## src/rtl/ps2_kbd_if.sv

```systemverilog
`default_nettype none
// +---------------------------------------------------------------------------+
// | ps2_kbd_if : PS/2 line inputs and decoded key-event outputs               |
// | Revision   : 1.0                                                          |
// +---------------------------------------------------------------------------+
interface ps2_kbd_if;
  logic       ps2_clk;
  logic       ps2_data;
  logic [8:0] key_code;
  logic       key_valid;
  logic       key_release;
  logic       key_pressed;
  logic       frame_err;
  logic [7:0] err_cnt;

  modport master (
    output ps2_clk, ps2_data,
    input  key_code, key_valid, key_release, key_pressed, frame_err, err_cnt
  );

  modport slave (
    input  ps2_clk, ps2_data,
    output key_code, key_valid, key_release, key_pressed, frame_err, err_cnt
  );
endinterface
`default_nettype wire

```

## src/rtl/ps2_kbd_rx.sv

```systemverilog
`default_nettype none
// +---------------------------------------------------------------------------+
// | ps2_kbd_rx : PS/2 keyboard frame receiver and E0/F0 scan-code decoder     |
// | Revision   : 1.0                                                          |
// +---------------------------------------------------------------------------+
module ps2_kbd_rx #(
  parameter int TIMEOUT_CYC = 50000,
  parameter int SYNC_STAGES = 3
) (
  input  logic        clk,
  input  logic        rst,
  ps2_kbd_if.slave    bus_if
);

  localparam int         C_TW      = $clog2(TIMEOUT_CYC + 1);
  localparam logic [C_TW-1:0] C_TO_LAST = C_TW'(TIMEOUT_CYC - 1);

  typedef enum logic [1:0] {
    ST_IDLE = 2'd0,
    ST_EXT  = 2'd1,
    ST_BRK  = 2'd2
  } state_t;

  logic [SYNC_STAGES-1:0] clk_sync_q;
  logic [SYNC_STAGES-1:0] data_sync_q;
  logic [3:0]             bit_cnt_q;
  logic [9:0]             shift_q;
  logic [C_TW-1:0]        to_cnt_q;
  logic [7:0]             byte_q;
  logic                   byte_vld_q;
  logic                   frame_err_q;
  logic [7:0]             err_cnt_q;

  state_t                 state_q;
  logic                   ext_q;
  logic [8:0]             key_code_q;
  logic                   key_valid_q;
  logic                   key_release_q;
  logic                   key_pressed_q;

  logic w_fall;
  logic w_data;
  logic w_last;
  logic w_frame_ok;
  logic w_timeout;
  logic w_err;

  // Index 0 is the newest sample; the oldest two stages form the edge detector.
  assign w_fall     = clk_sync_q[SYNC_STAGES-1] & ~clk_sync_q[SYNC_STAGES-2];
  assign w_data     = data_sync_q[SYNC_STAGES-2];
  assign w_last     = w_fall && (bit_cnt_q == 4'd10);
  assign w_frame_ok = ~shift_q[0] & w_data & (^shift_q[9:1]);
  assign w_timeout  = !w_fall && (bit_cnt_q != 4'd0) && (to_cnt_q == C_TO_LAST);
  assign w_err      = (w_last & ~w_frame_ok) | w_timeout;

  always_ff @(posedge clk or posedge rst) begin
    if (rst) begin
      clk_sync_q  <= '1;
      data_sync_q <= '1;
    end else begin
      clk_sync_q  <= {clk_sync_q[SYNC_STAGES-2:0], bus_if.ps2_clk};
      data_sync_q <= {data_sync_q[SYNC_STAGES-2:0], bus_if.ps2_data};
    end
  end

  always_ff @(posedge clk or posedge rst) begin
    if (rst) begin
      bit_cnt_q   <= 4'd0;
      shift_q     <= '0;
      to_cnt_q    <= '0;
      byte_q      <= 8'h00;
      byte_vld_q  <= 1'b0;
      frame_err_q <= 1'b0;
      err_cnt_q   <= 8'h00;
    end else begin
      byte_vld_q  <= 1'b0;
      frame_err_q <= w_err;
      if (w_err && (err_cnt_q != 8'hFF)) begin
        err_cnt_q <= err_cnt_q + 8'd1;
      end
      if (w_fall) begin
        to_cnt_q <= '0;
        if (w_last) begin
          bit_cnt_q <= 4'd0;
          if (w_frame_ok) begin
            byte_q     <= shift_q[8:1];
            byte_vld_q <= 1'b1;
          end
        end else begin
          bit_cnt_q <= bit_cnt_q + 4'd1;
          shift_q   <= {w_data, shift_q[9:1]};
        end
      end else if (bit_cnt_q != 4'd0) begin
        if (w_timeout) begin
          bit_cnt_q <= 4'd0;
          to_cnt_q  <= '0;
        end else begin
          to_cnt_q <= to_cnt_q + 1'b1;
        end
      end
    end
  end

  // Bad frames never raise byte_vld_q, so any pending prefix survives them.
  always_ff @(posedge clk or posedge rst) begin
    if (rst) begin
      state_q       <= ST_IDLE;
      ext_q         <= 1'b0;
      key_code_q    <= 9'h000;
      key_valid_q   <= 1'b0;
      key_release_q <= 1'b0;
      key_pressed_q <= 1'b0;
    end else begin
      key_valid_q   <= 1'b0;
      key_release_q <= 1'b0;
      if (byte_vld_q) begin
        case (state_q)
          ST_IDLE: begin
            if (byte_q == 8'hE0) begin
              state_q <= ST_EXT;
            end else if (byte_q == 8'hF0) begin
              state_q <= ST_BRK;
              ext_q   <= 1'b0;
            end else begin
              key_code_q    <= {1'b0, byte_q};
              key_valid_q   <= 1'b1;
              key_pressed_q <= 1'b1;
            end
          end
          ST_EXT: begin
            if (byte_q == 8'hF0) begin
              state_q <= ST_BRK;
              ext_q   <= 1'b1;
            end else if (byte_q != 8'hE0) begin
              key_code_q    <= {1'b1, byte_q};
              key_valid_q   <= 1'b1;
              key_pressed_q <= 1'b1;
              state_q       <= ST_IDLE;
            end
          end
          ST_BRK: begin
            key_code_q    <= {ext_q, byte_q};
            key_release_q <= 1'b1;
            if ({ext_q, byte_q} == key_code_q) begin
              key_pressed_q <= 1'b0;
            end
            state_q <= ST_IDLE;
          end
          default: state_q <= ST_IDLE;
        endcase
      end
    end
  end

  assign bus_if.key_code    = key_code_q;
  assign bus_if.key_valid   = key_valid_q;
  assign bus_if.key_release = key_release_q;
  assign bus_if.key_pressed = key_pressed_q;
  assign bus_if.frame_err   = frame_err_q;
  assign bus_if.err_cnt     = err_cnt_q;

endmodule
`default_nettype wire

```

## src/flat_wrapper.sv

```systemverilog
// flat-port wrapper written by rule: the top's interface ports become plain ports
module ps2_kbd_rx_flat 
#(
  parameter int TIMEOUT_CYC = 50000,
  parameter int SYNC_STAGES = 3
)
  (clk, rst, bus_if_ps2_clk, bus_if_ps2_data, bus_if_key_code, bus_if_key_valid, bus_if_key_release, bus_if_key_pressed, bus_if_frame_err, bus_if_err_cnt);
  ps2_kbd_if bus_if_i ();
  input  logic clk;
  input  logic rst;
  input wire logic [$bits(bus_if_i.ps2_clk)-1:0] bus_if_ps2_clk;
  input wire logic [$bits(bus_if_i.ps2_data)-1:0] bus_if_ps2_data;
  output wire logic [$bits(bus_if_i.key_code)-1:0] bus_if_key_code;
  output wire logic [$bits(bus_if_i.key_valid)-1:0] bus_if_key_valid;
  output wire logic [$bits(bus_if_i.key_release)-1:0] bus_if_key_release;
  output wire logic [$bits(bus_if_i.key_pressed)-1:0] bus_if_key_pressed;
  output wire logic [$bits(bus_if_i.frame_err)-1:0] bus_if_frame_err;
  output wire logic [$bits(bus_if_i.err_cnt)-1:0] bus_if_err_cnt;
  assign bus_if_i.ps2_clk = bus_if_ps2_clk;
  assign bus_if_i.ps2_data = bus_if_ps2_data;
  assign bus_if_key_code = bus_if_i.key_code;
  assign bus_if_key_valid = bus_if_i.key_valid;
  assign bus_if_key_release = bus_if_i.key_release;
  assign bus_if_key_pressed = bus_if_i.key_pressed;
  assign bus_if_frame_err = bus_if_i.frame_err;
  assign bus_if_err_cnt = bus_if_i.err_cnt;
  ps2_kbd_rx #(.TIMEOUT_CYC(TIMEOUT_CYC), .SYNC_STAGES(SYNC_STAGES)) u_core (.clk(clk), .rst(rst), .bus_if(bus_if_i));
endmodule
```

## config.mk

```make
export PLATFORM = sky130hd
export DESIGN_NAME = ps2_kbd_rx_flat
export DESIGN_NICKNAME = d
export VERILOG_FILES = /design/src/rtl/ps2_kbd_if.sv /design/src/rtl/ps2_kbd_rx.sv /design/src/flat_wrapper.sv
export SDC_FILE = /design/constraint.sdc
export NUM_CORES = 1
export LEC_CHECK = 0
export BUFFER_PORTS_ARGS = -buffer_cell sky130_fd_sc_hd__buf_2
export CORE_MARGIN = 1
export CORE_UTILIZATION = 45
export DETAILED_ROUTE_END_ITERATION = 8
export PLACE_DENSITY = 0.6
export SYNTH_ARGS = -nofsm -noshare
export SYNTH_HDL_FRONTEND = slang
export SYNTH_SLANG_ARGS = --single-unit
```

## constraint.sdc

```tcl
create_clock -name clk -period 3.55 [get_ports clk]
set_clock_uncertainty 0.05 [all_clocks]
set_input_delay 0.1775 -clock clk [delete_from_list [all_inputs] [get_ports clk]]
set_output_delay 0.1775 -clock clk [all_outputs]
set_load 0.02 [all_outputs]
```

==> run_results.csv, run 1 <==
group,metric,value,unit
outcome,run_status,"finished with violations",
outcome,violations,"negative hold slack",
floorplanning,initial_core_util,47.0,%
yosys,synth_edf_count,0,
routing,drt_drc_violations_left,0,
cells_and_area,final_nets,323,
routing,detail-route-antenna-nets,0,
worst_setup_path,critPathCaptureType,"register",
clock_network,cts.clk_slew.worst_paths,0.07,ns
yosys,yosysSeqAreaShare,53.2,%
cells_and_area,drive_above_1_share,25.4,%
sta,worst-slew-pin-transition,0.865,ns
clock_network,cts_num_sinks,68,
power_and_ir_drop,power_leakage,0.00181,µW
min_path,hold_path_class,"in -> async",
floorplanning,die-width,86.4,µm
clock_network,tritoncts,"built",
worst_setup_path,worstPathCellList,"or4b_1 > nor4_2 > and3_4 > and3b_1 > nor3_1 > mux2_2",
yosys,synth.net_count,288,
yosys,yosys-top-cells-area,"sky130_fd_sc_hd__dfrtp_1 49%, sky130_fd_sc_hd__mux2_2 11%, sky130_fd_sc_hd__xor2_1 5.5%",
placement,placer_congestion_estimate,0.755,
yosys,asyncSetResetFlopFracSynth,100,%
global_routing,via_count_of_the_first_global_routing_pass,2007,
floorplanning,boundaryPins,25,
yosys,yosysUniqueCellTypes,42,
yosys,count_of_state_elements_after_synthesis,68,
yosys,yosys.area.top_type,"sky130_fd_sc_hd__dfrtp_1",
cells_and_area,fillers,619,
sta,finalWorstPathRequiredPeriod,2.60,ns
global_routing,globalRouteTotalUtil,16.7,%
worst_setup_path,worst_r2r_endpoint,"u_core.bus_if.err_cnt[5]",
yosys,yosysTopAreaCellShare,49.1,%
cells_and_area,antenna_cells,0,
sta,maxSlewHeadroom,42.2,%
sta,setup_viol_count_final,0,
floorplanning,floorplan.core_area,6830,µm²
sta,hold_viol,39,
floorplanning,fp-row-count,30,
global_routing,first_pass_grt_wire_length,9.45,mm
worst_setup_path,worst_setup_path_startpoint,"u_core.to_cnt_q[4]",
yosys,synth_common_cells,"63 x sky130_fd_sc_hd__dfrtp_1, 30 x sky130_fd_sc_hd__mux2_2, 20 x sky130_fd_sc_hd__nand2_1, 20 x sky130_fd_sc_hd__nor2_1, 20 x sky130_fd_sc_hd__xor2_1",
sta,hold_slack,-0.0271,ns
yosys,summed_instance_area_of_the_synthesized_netlist,3210,µm²
worst_setup_path,critical_path_class,"reg -> reg",
yosys,synthFlopType,"sky130_fd_sc_hd__dfrtp_1",
yosys,gate_count_of_the_mapped_netlist,275,
clock_network,cts_made_buffers,9,
sta,fmaxAchievable,385,MHz
sta,rsz_0062_raised_after_global_routing,"false",
yosys,ys_warn_count,0,
routing,detail_route.wl_per_cell,13.3,µm
floorplanning,fp.dieArea,7470,µm²
clock_network,clockBufferDepth,2,
sta,setup-tns-final,0,ns
worst_setup_path,worstPathRequired,3.71,ns
yosys,yosysMostFrequentCell,"sky130_fd_sc_hd__dfrtp_1",
routing,detail_route.vias_per_cell,4.98,
worst_setup_path,critPathSlowestCell,"sky130_fd_sc_hd__or4b_1",
sta,slew_violations,0,
global_routing,antenna_violations_before_repair,0,
worst_setup_path,r2r_slack,0.95,ns
worst_setup_path,critical_path.startpoint_type,"register",
global_routing,congestion_overflow_gr,0,
worst_setup_path,crit-reg2reg-launch,"u_core.to_cnt_q[4]",
yosys,synth_area_per_cell,11.7,µm²
worst_setup_path,critical_path_fanouts_max,7,
flow_run,max_cap_viol_count,0,
placement,detailedPlacementHpwl,3.78,mm
routing,drt-pass1-iter-count,4,
power_and_ir_drop,ir_drop,0.513,mV
clock_network,htree_num_levels,3,
clock_network,cts.root.buffer_cell,"sky130_fd_sc_hd__clkbuf_8",
sta,final_min_period_over_clock_period,73.2,%
routing,routed_wirelength,5.46,mm
worst_setup_path,ff2ff_path_depth,6,
clock_network,worst_skew_pair.late_latency,0.33,ns
worst_setup_path,max_stage_delay,0.55,ns
worst_setup_path,critical_path_arrival,2.76,ns
worst_setup_path,capturing_element_of_the_worst_setup_path,"u_core.bus_if.err_cnt[5]",
placement,buffer_ports.inserted,24,
global_routing,grt_start_max_net_pins,44,
routing,initialDrtViolationCount,64,
power_and_ir_drop,power-per-cell-area,598,nW/µm²
cells_and_area,areaGrowthSynthToFinish,14.6,%
routing,num_vias,2045,
floorplanning,die_h,86.4,µm
[layer usage]
metal	GRT usage, %	vias to the layer above	part of all wire, %	routed length (µm)
met3	3.43	9	1.9	103
li1	-	1016	-	-
met2	24.7	19	45	2480
met4	9.70	0	2.3	123
met5	0	-	0	0
met1	22.9	1001	50	2760
[state kept, by name (all words and copies together) (netlist names)]
| signal | flops |
|---|---|
| u_core.clk_sync_q | 3 |
| u_core.to_cnt_q | 16 |
| u_core.data_sync_q | 2 |
| u_core.state_q | 2 |
| u_core.shift_q | 10 |
| u_core.byte_vld_q | 1 |
| u_core.bus_if.key_release | 1 |
| u_core.bus_if.err_cnt | 8 |
| u_core.bus_if.key_code | 9 |
| u_core.bit_cnt_q | 4 |
| u_core.byte_q | 8 |
| u_core.ext_q | 1 |
| u_core.bus_if.key_valid | 1 |
| u_core.bus_if.key_pressed | 1 |
| u_core.bus_if.frame_err | 1 |
[where the power goes]
group / total (µW) / leakage, µW / internal (µW) / switching [µW]
Clock: 691 / 0.000105 / 417 / 274
Combinational: 503 / 0.000799 / 250 / 253
Sequential: 1000 / 0.000904 / 887 / 118
Total: 2200 / 0.00181 / 1550 / 645
[layout by cell type, fill, tap and decap left out, drive strengths merged, types with 9 or more instances in the layout]
cell    count
xor2       20
nand3      14
ha          9
dfrtp      63
mux2       31
inv        10
nor2       21
nand2      20
xnor2      14
buf        27
clkbuf     14
o21ai      13
[cell type report]
cell class	instances	area, µm²	area share, %
flip-flops and latches	68	1710	46.4
multi-input cells	192	1440	39.1
repair buffers	29	163	4.42
clock buffers	14	153	4.15
well taps	96	120	3.27
clock inverters	2	60.1	1.63
inverters	10	37.5	1.02
[kinds of logic (layout without fill, tap and decap cells)]
family	Yosys count	in the layout	synth area share (%)
simple gates	91	91	15.6
fa+ha+maj	9	9	3.51
flops	68	68	53.2
buf+inv	15	55	1.99
xor+xnor	35	35	9.98
mux	31	31	10.9
compound gates	26	26	4.84
[per-stage QoR]
stage | instance area, µm² | cells | util (%) | setup WS [ns] | power, µW
2_1_floorplan | 3210 | 275 | - | 1.12 | 1440
3_3_place_gp | 3440 | 393 | 50.4 | 0.978 | 1510
3_5_place_dp | 3440 | 393 | 50.4 | 0.952 | 1530
4_1_cts | 3680 | 411 | 53.8 | 0.942 | 2230
5_1_grt | 3680 | 411 | 53.8 | 0.771 | 2330
6_report | 3680 | 411 | 53.8 | 0.951 | 2200
[what timing repair did]
action | 4_1_cts | 5_1_grt
hold buffers | 2 | 0
endpoints found under the hold margin | 2 | 0
gates resized for setup | 0 | 0
buffers inserted | 0 | 0
[how the worst min path moves through the flow]
stage	cells after the start	end
after global routing	2	u_core.bus_if.key_valid
after CTS	2	u_core.bus_if.key_code[0]
final	2	u_core.byte_q[2]
after detailed placement	1	u_core.data_sync_q[0]
after global placement	1	u_core.clk_sync_q[0]
after floorplan	0	u_core.clk_sync_q[0]
[critical path: cells and delay by family, from the launching register on]
family | cells | cell delay (ns)
and+or+nand+nor | 5 | 1.63
DFF | 1 | 0.43
muxes | 1 | 0.36
Power figures use the tool's default switching activity.
==> run 2: changes to the inputs <==
==> constraint.sdc (replaced) <==
create_clock -name clk -period 2.5 [get_ports clk]
set_clock_uncertainty 0.05 [all_clocks]
set_input_delay 0.125 -clock clk [delete_from_list [all_inputs] [get_ports clk]]
set_output_delay 0.125 -clock clk [all_outputs]
set_load 0.02 [all_outputs]
==> run 2 against run 1 <==
The flow now finishes without violations. Routed wire length grew 2.1%. Via count grew 3.8%. Non-clock buffer count grew 14. Count of clock-buffer cells in the layout shrank 2. Setup slack lost 0.87 ns. Combinational power grew 54%. Hold slack gained 0.34 ns. Critical path depth is the same. Sequential share of layout area shrank 1.6 points. First-iteration DRC count grew 53%. Core utilization grew 2.0 points. Critical endpoint is now u_core.bus_if.err_cnt[7]. Largest cell class unchanged. Largest power group unchanged.
==> run_results.csv, run 2 (same netlist as run 1, synthesis figures left out) <==
group,metric,value,unit
global_routing,globalRouteTotalUtil,16.5,%
placement,detailedPlacementHpwl,3.74,mm
worst_setup_path,critPathSlowestCell,"sky130_fd_sc_hd__or4b_4",
sta,setup-tns-final,0,ns
clock_network,tritoncts,"built",
placement,placedInstanceArea,3550,µm²
power_and_ir_drop,seq_power_share,45.7,%
routing,drt-pass1-iter-count,4,
worst_setup_path,critical_path_arrival,2.59,ns
sta,worst-slew-pin-transition,0.609,ns
power_and_ir_drop,power.share.combinational,24.9,%
routing,num_vias,2122,
worst_setup_path,critical_path.startpoint_type,"register",
placement,post-place-ws,0.0243,ns
sta,slew_violations,0,
sta,finalWorstPathRequiredPeriod,2.42,ns
clock_network,worst_skew_pair.late_latency,0.33,ns
outcome,run_status,"complete, no violations",
power_and_ir_drop,clockPowerShare,29.4,%
worst_setup_path,worstPathRequired,2.66,ns
sta,hold_viol,0,
clock_network,cts_num_sinks,68,
sta,final_min_period_over_clock_period,96.9,%
floorplanning,die_h,86.4,µm
floorplanning,floorplan.core_area,6830,µm²
cells_and_area,final_nets,337,
routing,drt_drc_violations_left,0,
power_and_ir_drop,internal_power,2180,µW
clock_network,clockBufferDepth,2,
global_routing,first_pass_grt_wire_length,9.41,mm
cells_and_area,top_register_by_number_of_flip_flops,"u_core.to_cnt_q",
power_and_ir_drop,switching_share,30.0,%
placement,placer_congestion_estimate,0.744,
global_routing,congestion_overflow_gr,0,
power_and_ir_drop,ir_drop,0.641,mV
floorplanning,fp.dieArea,7470,µm²
cells_and_area,fin_cells,425,
worst_setup_path,critical_path_class,"reg -> reg",
routing,routed_wirelength,5.57,mm
worst_setup_path,crit_path_frequent_cell,"sky130_fd_sc_hd__nor4_4",
floorplanning,boundaryPins,25,
clock_network,htree_num_levels,3,
cells_and_area,drive_above_1_share,30.4,%
min_path,hold_path_class,"reg -> reg",
global_routing,antenna_violations_before_repair,0,
cells_and_area,finalCoreUtilization,55.8,%
global_routing,grt_start_max_net_pins,42,
routing,detail_route.vias_per_cell,4.99,
worst_setup_path,worstPathCellList,"or4b_4 > nor4_4 > and3_4 > and3b_2 > nor4_4 > mux2_1",
power_and_ir_drop,switching_power,934,µW
routing,highest_layer,"met4",
worst_setup_path,critical_path_fanouts_max,5,
sta,setup_viol_count_final,0,
placement,buffer_ports.inserted,24,
routing,detailroute.wirelength.met3,131,µm
clock_network,cts.clk_slew.worst_paths,0.07,ns
routing,wl_met1,2.77,mm
floorplanning,die-width,86.4,µm
global_routing,via_count_of_the_first_global_routing_pass,2041,
cells_and_area,most-common-layout-cells,"63 x sky130_fd_sc_hd__dfrtp_1, 30 x sky130_fd_sc_hd__mux2_2, 24 x sky130_fd_sc_hd__buf_2",
cells_and_area,layout_commonest_cell,"sky130_fd_sc_hd__dfrtp_1",
routing,detail-route-antenna-nets,0,
placement,numPlacedInstances,405,
cells_and_area,final_area,3810,µm²
clock_network,cts_made_buffers,9,
sta,maxSlewHeadroom,59.3,%
worst_setup_path,critPathCaptureType,"register",
power_and_ir_drop,power_leakage,0.00190,µW
cells_and_area,largest_register_ff_count,16,
cells_and_area,areaGrowthSynthToFinish,18.8,%
routing,detail_route.wl_per_cell,13.1,µm
sta,fmaxAchievable,413,MHz
floorplanning,initial_core_util,47.0,%
cells_and_area,antenna_cells,0,
sta,finalWorstSetupSlack,0.0775,ns
flow_run,max_cap_viol_count,0,
floorplanning,fp-row-count,30,
worst_setup_path,max_stage_delay,0.54,ns
clock_network,cts.root.buffer_cell,"sky130_fd_sc_hd__clkbuf_8",
power_and_ir_drop,power-per-cell-area,817,nW/µm²
cells_and_area,fillers,604,
routing,met2RoutedLength,2.60,mm
routing,initialDrtViolationCount,98,
==> run 2: repair_timing <==
| action | CTS | global route |
|---|---|---|
| endpoints found under the setup margin | 2 | 7 |
| pin swaps | 1 | 1 |
| gates resized for setup | 1 | 4 |
| hold buffers | 3 | 0 |
| buffers inserted | 0 | 1 |
| endpoints found under the hold margin | 26 | 0 |
==> run 2: per-layer routing <==
layer  global-route usage [%]  vias to the layer above
met5                        0                        -
met4                     8.03                        0
met3                     3.71                        5
met2                     24.7                       25
met1                     22.6                     1043
li1                         -                     1049
==> run 2: final cells by class <==
class	count	area (µm²)	share of cell area, %
Clock inverter	4	47.5	1.25
Timing Repair Buffer	43	283	7.42
Multi-Input combinational cell	192	1460	38.3
Sequential cell	68	1710	44.8
Tap cell	96	120	3.15
Clock buffer	12	155	4.07
Inverter	10	37.5	0.985
==> run 2: worst paths after layout <==
| path | start | end | slack (ns) | cells after the start |
|---|---|---|---|---|
| min in group asynchronous | rst | u_core.to_cnt_q[8] | 0.36 | 3 |
| max in group asynchronous | rst | u_core.data_sync_q[0] | 1.34 | 4 |
| min reg2reg | u_core.clk_sync_q[0] | u_core.clk_sync_q[1] | 0.31 | 0 |
| max | u_core.to_cnt_q[13] | u_core.bus_if.err_cnt[7] | 0.08 | 6 |
| min | u_core.clk_sync_q[0] | u_core.clk_sync_q[1] | 0.31 | 0 |
| max reg2reg | u_core.to_cnt_q[13] | u_core.bus_if.err_cnt[7] | 0.08 | 6 |
==> run 2: worst max-delay path, delay by kind of cell, from the launching register on <==
| family | cells | cell delay (ns) |
|---|---|---|
| AND/OR/NAND/NOR | 5 | 1.50 |
| flip-flops | 1 | 0.40 |
| multiplexers | 1 | 0.34 |
==> run 2: power groups by stage <==
stage | Sequential [µW] | Clock [µW] | Combinational, µW
detailed placement | 1440 | 0 | 762
global route | 1450 | 994 | 859
floorplan | 1410 | 0 | 634
global placement | 1440 | 0 | 757
CTS | 1420 | 941 | 775
finish | 1420 | 915 | 776
==> run 2: metrics by stage <==
| step | hold slack, ns | total power [µW] |
|---|---|---|
| global route | 0.311 | 3300 |
| finish | 0.309 | 3110 |
| floorplan | 0.0795 | 2050 |
| detailed placement | 0.182 | 2210 |
| global placement | 0.180 | 2200 |
| CTS | 0.310 | 3140 |
==> run 3: changes to the inputs <==
==> constraint.sdc (replaced) <==
create_clock -name clk -period 2.61 [get_ports clk]
set_clock_uncertainty 0.05 [all_clocks]
set_input_delay 0.1305 -clock clk [delete_from_list [all_inputs] [get_ports clk]]
set_output_delay 0.1305 -clock clk [all_outputs]
set_load 0.02 [all_outputs]
==> run 3 against run 2 <==
Final area is 1.6% lower. Final cell count fell by 1.9%. Setup slack gained 0.029 ns. Critical path depth stayed put. Die area unchanged. Flip-flop and latch count unchanged. Count of clock-buffer cells in the layout did not move. Hold slack worse by 0.00068 ns.
==> run_results.csv, run 3 (same netlist as run 1, synthesis figures left out) <==
group,metric,value,unit
power_and_ir_drop,power-per-cell-area,784,nW/µm²
worst_setup_path,worstPathRequired,2.78,ns
floorplanning,fp-row-count,30,
worst_setup_path,crit-reg2reg-launch,"u_core.to_cnt_q[10]",
min_path,worstHoldPathCells,0,
clock_network,cts.clk_slew.worst_paths,0.07,ns
sta,rsz_0062_raised_after_global_routing,"false",
worst_setup_path,r2r_slack,0.11,ns
global_routing,congestion_overflow_gr,0,
worst_setup_path,ff2ff_path_depth,6,
cells_and_area,final_area,3750,µm²
cells_and_area,final_nets,329,
worst_setup_path,critical_path_class,"reg -> reg",
worst_setup_path,critical_path_arrival,2.67,ns
power_and_ir_drop,ir_drop,0.869,mV
power_and_ir_drop,power_leakage,0.00186,µW
cells_and_area,largest_register_ff_count,16,
cells_and_area,layout_commonest_cell,"sky130_fd_sc_hd__dfrtp_1",
floorplanning,initial_core_util,47.0,%
sta,final_min_period_over_clock_period,95.9,%
global_routing,globalRouteTotalUtil,16.9,%
placement,placer_congestion_estimate,0.750,
clock_network,cts.root.buffer_cell,"sky130_fd_sc_hd__clkbuf_8",
routing,detail_route.wl_per_cell,13.2,µm
power_and_ir_drop,final_total_power,2940,µW
routing,detail-route-antenna-nets,0,
sta,maxSlewHeadroom,56.8,%
sta,hold_viol,0,
routing,num_vias,2090,
placement,placedInstanceArea,3490,µm²
worst_setup_path,critical_path_fanouts_max,7,
floorplanning,fp.dieArea,7470,µm²
sta,slew_violations,0,
sta,setup-tns-final,0,ns
clock_network,cts_made_buffers,9,
routing,drt-pass1-iter-count,4,
routing,drt_drc_violations_left,0,
sta,finalWorstPathRequiredPeriod,2.50,ns
global_routing,antenna_violations_before_repair,0,
clock_network,cts_num_sinks,68,
floorplanning,boundaryPins,25,
cells_and_area,antenna_cells,0,
outcome,run_status,"complete, no violations",
global_routing,first_pass_grt_wire_length,9.65,mm
floorplanning,die_h,86.4,µm
cells_and_area,most-common-layout-cells,"63 x sky130_fd_sc_hd__dfrtp_1, 30 x sky130_fd_sc_hd__mux2_2, 24 x sky130_fd_sc_hd__buf_2",
sta,worst-slew-pin-transition,0.647,ns
placement,detailedPlacementHpwl,3.78,mm
min_path,holdCritStartpoint,"u_core.data_sync_q[0]",
cells_and_area,drive_above_1_share,28.7,%
min_path,holdPathEnd,"u_core.data_sync_q[1]",
worst_setup_path,worst_r2r_endpoint,"u_core.bus_if.err_cnt[7]",
routing,detail_route.vias_per_cell,5.01,
floorplanning,die-width,86.4,µm
min_path,hold_path_class,"reg -> reg",
cells_and_area,areaGrowthSynthToFinish,16.9,%
sta,fmaxAchievable,399,MHz
clock_network,clockBufferDepth,2,
placement,numPlacedInstances,398,
clock_network,worst_skew_pair.late_latency,0.33,ns
sta,setup_viol_count_final,0,
clock_network,postCtsSetupRepairBufs,0,
global_routing,via_count_of_the_first_global_routing_pass,2070,
floorplanning,floorplan.core_area,6830,µm²
worst_setup_path,critical_path.startpoint_type,"register",
global_routing,grt_start_max_net_pins,41,
clock_network,tritoncts,"built",
routing,routed_wirelength,5.52,mm
routing,initialDrtViolationCount,80,
cells_and_area,fin_cells,417,
worst_setup_path,critPathCaptureType,"register",
flow_run,max_cap_viol_count,0,
sta,hold_slack,0.308,ns
cells_and_area,top_register_by_number_of_flip_flops,"u_core.to_cnt_q",
placement,buffer_ports.inserted,24,
clock_network,htree_num_levels,3,
run 3: cell types whose count changed in the layout (fill, tap and decap cells not counted), sizes merged:
cell,change
buf,-8
run 3: layer usage:
layer	routed length (µm)	global-route usage, %
met5	0	0
met4	117	10.0
met3	107	3.43
met2	2510	25.4
met1	2780	22.8
run 3: cell type report:
type	count	area, µm²
multi-input combinational	192	1460
clock inverter	4	47.5
clock buffer	12	155
inverter	10	37.5
fill	624	3080
sequential	68	1710
tap	96	120
timing repair buffer	35	223
run 3: worst max path at each step:
stage	startpoint	endpoint	slack, ns	cells past startpoint
after global routing	u_core.to_cnt_q[10]	u_core.bus_if.err_cnt[7]	0.008	6
after global placement	u_core.to_cnt_q[10]	u_core.bus_if.err_cnt[6]	0.07	6
after floorplan	u_core.to_cnt_q[10]	u_core.bus_if.err_cnt[6]	0.18	7
final	u_core.to_cnt_q[10]	u_core.bus_if.err_cnt[7]	0.11	6
after CTS	u_core.to_cnt_q[10]	u_core.bus_if.err_cnt[6]	0.01	6
after detailed placement	u_core.to_cnt_q[10]	u_core.bus_if.err_cnt[6]	0.02	6
run 3: repair_timing:
action	CTS	global route
resized for setup	0	5
endpoints found under the setup margin	0	4
hold buffers	3	0
hold endpoints to repair	27	0
run 3: stage by stage:
stage	utilization, %	worst slack [ns]
2_1_floorplan	-	0.184
3_3_place_gp	51.2	0.0679
3_5_place_dp	51.2	0.0241
4_1_cts	54.6	0.0111
5_1_grt	54.9	0.00828
6_report	54.9	0.107
run 3: worst max-delay path, cell delays in order (launching register included):
cell                      delay [ns]
sky130_fd_sc_hd__dfrtp_1        0.41
sky130_fd_sc_hd__or4b_4         0.56
sky130_fd_sc_hd__nor4_4         0.29
sky130_fd_sc_hd__and3_4         0.23
sky130_fd_sc_hd__and3b_2        0.28
sky130_fd_sc_hd__nor4_4         0.23
sky130_fd_sc_hd__mux2_1         0.34
run 3: power breakdown:
part	leakage [µW]	switching (µW)	internal [µW]
sequential	0.000904	155	1210
combinational	0.000854	341	362
clock	0.000102	387	491
total	0.00186	883	2060
